## src/rtl/product_accumulator.sv

```systemverilog
// product_accumulator: sums a stream of unsigned products per group and
// emits sum/count/overflow when the group's last term is accepted.
//
// Ports:
//   clk, rst_n           clock, synchronous active-low reset
//   in_valid/in_ready    product handshake (in_product, in_last)
//   out_valid/out_ready  result handshake (out_sum, out_count, out_ovf)
//
// Build option: define ACC_SATURATE_EN to clamp the accumulator at
// 2^ACC_W-1 on overflow instead of wrapping modulo 2^ACC_W.

module product_accumulator #(
    parameter int PROD_W = 32,
    parameter int ACC_W  = 40,
    parameter int CNT_W  = 8
) (
    input  logic              clk,
    input  logic              rst_n,
    input  logic              in_valid,
    output logic              in_ready,
    input  logic [PROD_W-1:0] in_product,
    input  logic              in_last,
    output logic              out_valid,
    input  logic              out_ready,
    output logic [ACC_W-1:0]  out_sum,
    output logic [CNT_W-1:0]  out_count,
    output logic              out_ovf
);

    typedef enum logic {
        S_ACC  = 1'b0,
        S_HOLD = 1'b1
    } state_t;

    state_t           state_q,  state_d;
    logic [ACC_W-1:0] acc_q,    acc_d;
    logic [CNT_W-1:0] cnt_q,    cnt_d;
    logic             ovf_q,    ovf_d;
    logic [ACC_W-1:0] sum_q,    sum_d;
    logic [CNT_W-1:0] count_q,  count_d;
    logic             oovf_q,   oovf_d;

    logic             accept;
    logic [ACC_W:0]   add_full;
    logic             carry;
    logic [ACC_W-1:0] acc_next;
    logic [CNT_W-1:0] cnt_next;
    logic             ovf_next;

    // Handshake flags decode registered state only.
    assign in_ready  = (state_q == S_ACC);
    assign out_valid = (state_q == S_HOLD);
    assign out_sum   = sum_q;
    assign out_count = count_q;
    assign out_ovf   = oovf_q;

    assign accept = in_valid & in_ready;

    // One extra bit on the add so the carry-out is the overflow indicator.
    assign add_full = {1'b0, acc_q} + (ACC_W+1)'(in_product);
    assign carry    = add_full[ACC_W];
    assign ovf_next = ovf_q | carry;
    assign cnt_next = (&cnt_q) ? cnt_q : cnt_q + 1'b1;

`ifdef ACC_SATURATE_EN
    // Once clamped, the sum stays pinned at max for the rest of the group.
    assign acc_next = ovf_next ? {ACC_W{1'b1}} : add_full[ACC_W-1:0];
`else
    assign acc_next = add_full[ACC_W-1:0];
`endif

    always_comb begin
        state_d = state_q;
        acc_d   = acc_q;
        cnt_d   = cnt_q;
        ovf_d   = ovf_q;
        sum_d   = sum_q;
        count_d = count_q;
        oovf_d  = oovf_q;
        unique case (state_q)
            S_ACC: begin
                if (accept) begin
                    if (in_last) begin
                        sum_d   = acc_next;
                        count_d = cnt_next;
                        oovf_d  = ovf_next;
                        acc_d   = '0;
                        cnt_d   = '0;
                        ovf_d   = 1'b0;
                        state_d = S_HOLD;
                    end else begin
                        acc_d = acc_next;
                        cnt_d = cnt_next;
                        ovf_d = ovf_next;
                    end
                end
            end
            S_HOLD: begin
                if (out_ready) begin
                    state_d = S_ACC;
                end
            end
            default: begin
                state_d = S_ACC;
            end
        endcase
    end

    always_ff @(posedge clk) begin
        if (!rst_n) begin
            state_q <= S_ACC;
            acc_q   <= '0;
            cnt_q   <= '0;
            ovf_q   <= 1'b0;
            sum_q   <= '0;
            count_q <= '0;
            oovf_q  <= 1'b0;
        end else begin
            state_q <= state_d;
            acc_q   <= acc_d;
            cnt_q   <= cnt_d;
            ovf_q   <= ovf_d;
            sum_q   <= sum_d;
            count_q <= count_d;
            oovf_q  <= oovf_d;
        end
    end

endmodule

```

## config.mk

```make
export PLATFORM = sky130hd
export DESIGN_NAME = product_accumulator
export DESIGN_NICKNAME = d
export VERILOG_FILES = /design/src/rtl/product_accumulator.sv
export SDC_FILE = /design/constraint.sdc
export NUM_CORES = 1
export LEC_CHECK = 0
export ABC_CLOCK_PERIOD_IN_PS = 2810
export CAP_MARGIN = 5
export CORE_MARGIN = 8
export CORE_UTILIZATION = 49
export CTS_CLUSTER_SIZE = 40
export DETAILED_ROUTE_END_ITERATION = 12
export MAX_ROUTING_LAYER = met4
export PLACE_DENSITY = 0.78
export SETUP_SLACK_MARGIN = 0.2
export SYNTH_ARGS = -nofsm -noshare
export SYNTH_HDL_FRONTEND = slang
export SYNTH_SLANG_ARGS = --single-unit
```

## constraint.sdc

```tcl
create_clock -name clk -period 2.81 [get_ports clk]
set_input_delay 0.562 -clock clk [delete_from_list [all_inputs] [get_ports clk]]
set_output_delay 0.562 -clock clk [all_outputs]
set_load 0.1 [all_outputs]
```

==> impl_metrics.json <==
{
  "cp-end-kind": "flip-flop",
  "vias": 6369,
  "finClkSkew_ns": 0.00661,
  "avgRoutedWirePerCell_um": 20.0,
  "cpPeakStageDelay_ns": 0.53,
  "clk_path_buf_depth": 2,
  "drt_wl_total_um": 20600,
  "synth.cell_area_um2": 5770,
  "synth_top_area_share_pct": 34.4,
  "placement.io_buffers": 87,
  "synth_area_per_cell_um2": 8.20,
  "path_cells": "clkdlybuf4s15_1 -> ha_4 -> nand4_1 -> a211oi_2 -> o211ai_1 -> a2111oi_4 -> buf_4 -> o311ai_2 -> xor2_1 -> o21ai_1",
  "routed_via_density": 6.16,
  "cts_buffers": 9,
  "busiest_layer": "met2",
  "fin_nets": 958,
  "root_buffer": "clkbuf_16",
  "path_max_fanout": 3,
  "relSlewSlack_pct": 16.8,
  "hold_class": "reg2reg",
  "cts_tree": "done",
  "grt_util_all_layers_pct": 25.6,
  "synth_edf_count": 0,
  "clk_pin_slew_ns": 0.07,
  "initialDrtViolationCount": 487,
  "finalCriticalPeriod_ns": 2.67,
  "power.leakage_uw": 0.00361,
  "gr-usage-met1_pct": 29.3,
  "gp_congestion": 0.908,
  "whs_ns": 0.453,
  "grtUsageMet3_pct": 5.23,
  "period_share_pct": 95.1,
  "fmaxAchievable_mhz": 374,
  "slowest_stage": "a2111oi_4",
  "worst_setup_path_start_kind": "primary input",
  "ant_nets": 0,
  "synth_ff_type": "dfxtp_1",
  "dp.cells": 993,
  "maxCapViolations": 0,
  "syn_nets": 774,
  "path_delay_family": "compound AO/OA/AOI/OAI gates",
  "grt_pass1_vias": 6220,
  "status": "finished, final reports clean",
  "drcViolationCount": 0,
  "design_area_um2": 8530,
  "crit_arrival_ns": 2.92,
  "hpwlAfterDp_um": 13400,
  "cp.required_ns": 3.06,
  "dieArea_um2": 15500,
  "power-per-cell-area_nw_per_um2": 479,
  "initial_core_util_pct": 50.3,
  "cts.sinks": 99,
  "grt_pass1_wl_um": 32200,
  "synth_cell_types": 71,
  "die_y_um": 124,
  "gr-usage-met2_pct": 43.1,
  "antenna_found_initial": 0,
  "ctsHoldBuffers": 0,
  "ys_warn_count": 0,
  "setup_violations": 0,
  "synth_area_leaders": "dfxtp_1 34%, ha_1 7.2%, nand2_1 4.6%",
  "core_area_um2": 11500,
  "hold_viol_final": 0,
  "synth_top_cell_by_area": "dfxtp_1",
  "ioPinCount": 88,
  "cts_max_level": 3,
  "area_delta_synth_final_pct": 48.0,
  "path_buf_inv": 2,
  "ir_drop_v": 0.000505,
  "postLayoutCoreUtil_pct": 74.4,
  "synth_seq_cells": 99,
  "ys_async_sr_fraction_pct": 0,
  "first_pass_iters": 7,
  "rsz0062_at_grt": "true",
  "fill_cells": 793,
  "clk_latency_ns": 0.36,
  "report.final.slew_viol_count": 0,
  "max_slew.worst_pin.slew_ns": 1.25,
  "antenna_cells": 0,
  "syn_inst": 703,
  "grt_max_degree": 44,
  "die_w_um": 124,
  "rows": 39,
  "stdcell_count": 1034,
  "grt.overflow.total": 0,
  "crit_type": "in2reg",
  "synth-seq-area-share_pct": 34.4,
  "placed_area_um2": 7390,
  "drive_gt1_share_pct": 34.5
}
## cell type report
cell class	count	area [µm²]	share of cell area (%)
multi-input cells	541	4280	50.2
repair buffers	219	1730	20.3
clock buffers	11	233	2.73
inverters	17	67.6	0.792
well taps	143	179	2.10
flip-flops and latches	99	1990	23.3
clock inverters	4	52.6	0.616
## cells in the mapped netlist, types with 3 or more instances
master / count
nand4_1: 19
buf_2: 5
ha_1: 33
a21oi_1: 50
nand2_1: 70
xor2_1: 9
a22oi_1: 21
xnor2_1: 24
or4_1: 3
o2111ai_1: 5
o211ai_1: 10
and3_1: 15
or3_1: 4
nor3_1: 14
a21o_1: 14
and2_1: 6
nand3_1: 25
o21ai_0: 37
clkbuf_1: 42
inv_1: 16
o21a_1: 7
nor2_1: 61
a22o_1: 26
nand2b_1: 5
nor2b_1: 4
dfxtp_1: 99
o41ai_1: 4
o21ai_1: 8
o21bai_1: 4
a32oi_1: 3
a211o_1: 7
a31oi_1: 6
a32o_1: 4
## path summary, 6_finish.rpt
path	start	end	slack, ns	depth (start not counted)
worst max register to register	acc_q[1]$_SDFFE_PN0P_	out_sum[39]$_SDFFE_PN0P_	0.14	10
worst min register to register	out_sum[31]$_SDFFE_PN0P_	out_sum[31]$_SDFFE_PN0P_	0.45	2
worst max-delay path	in_product[2]	out_sum[39]$_SDFFE_PN0P_	0.14	10
worst min-delay path	out_sum[31]$_SDFFE_PN0P_	out_sum[31]$_SDFFE_PN0P_	0.45	2
## logic make-up (layout without fill, tap and decap cells)
family / after synthesis / count (layout) / share of synthesized area [%]
buf+inv: 64 / 251 / 4.28
xor+xnor: 33 / 33 / 5.01
flops: 99 / 99 / 34.4
mux: 2 / 2 / 0.369
simple gates: 238 / 238 / 19.8
fa+ha+maj: 34 / 34 / 7.51
compound gates: 233 / 234 / 28.6
## sequential cells by signal, indices dropped and copies added, names as in the netlist
| register | flops |
|---|---|
| out_ovf | 1 |
| out_sum | 40 |
| ovf_q | 1 |
| out_count | 8 |
| cnt_q | 8 |
| acc_q | 40 |
| out_valid | 1 |
## tightest hold or removal path: cells and delay by family, from the launching register on
kind	cells	cell delay, ns
flops	1	0.32
simple gates	1	0.04
compound gates	1	0.05
## stage by stage
stage	setup slack, ns	setup TNS [ns]	power, µW
finish	0.139	0	4080
global route	0.0555	0	4220
CTS	0.201	0	3990
detailed placement	-0.506	-19.19	2670
global placement	-0.455	-16.21	2650
floorplan	0.213	0	2260
## metal layers
layer / vias to the layer above / routed length [µm] / share of wire, %
met5: - / 0 / 0
met1: 3107 / 8660 / 42
li1: 2963 / - / -
met4: 0 / 469 / 2.3
met3: 45 / 1170 / 5.7
met2: 254 / 10300 / 50
## where the power goes
group	internal (µW)	leakage, µW	switching (µW)
clock network	688	0.000140	557
logic	516	0.00266	803
registers	1470	0.000806	50.7
## repair_timing
item,CTS,global route
pin swaps,56,46
gates resized for setup,87,60
endpoints found under the setup margin,47,40
cloned,1,0
buffers inserted,21,4
## cell usage in the layout, fill, tap and decap left out, types with 14 or more instances in the layout
| cell | Yosys | routed |
|---|---|---|
| dlygate4sd2_1 | 0 | 14 |
| nor2_1 | 61 | 56 |
| a22o_1 | 26 | 26 |
| a22oi_1 | 21 | 21 |
| inv_1 | 16 | 14 |
| a21o_1 | 14 | 14 |
| buf_4 | 0 | 179 |
| xnor2_1 | 24 | 22 |
| nand2_1 | 70 | 67 |
| a21oi_1 | 50 | 35 |
| ha_4 | 0 | 26 |
| dfxtp_1 | 99 | 96 |
| nand3_1 | 25 | 23 |
| o21ai_0 | 37 | 27 |
| nand4_1 | 19 | 19 |
| and3_1 | 15 | 14 |
(Power assumes the default switching activity.)
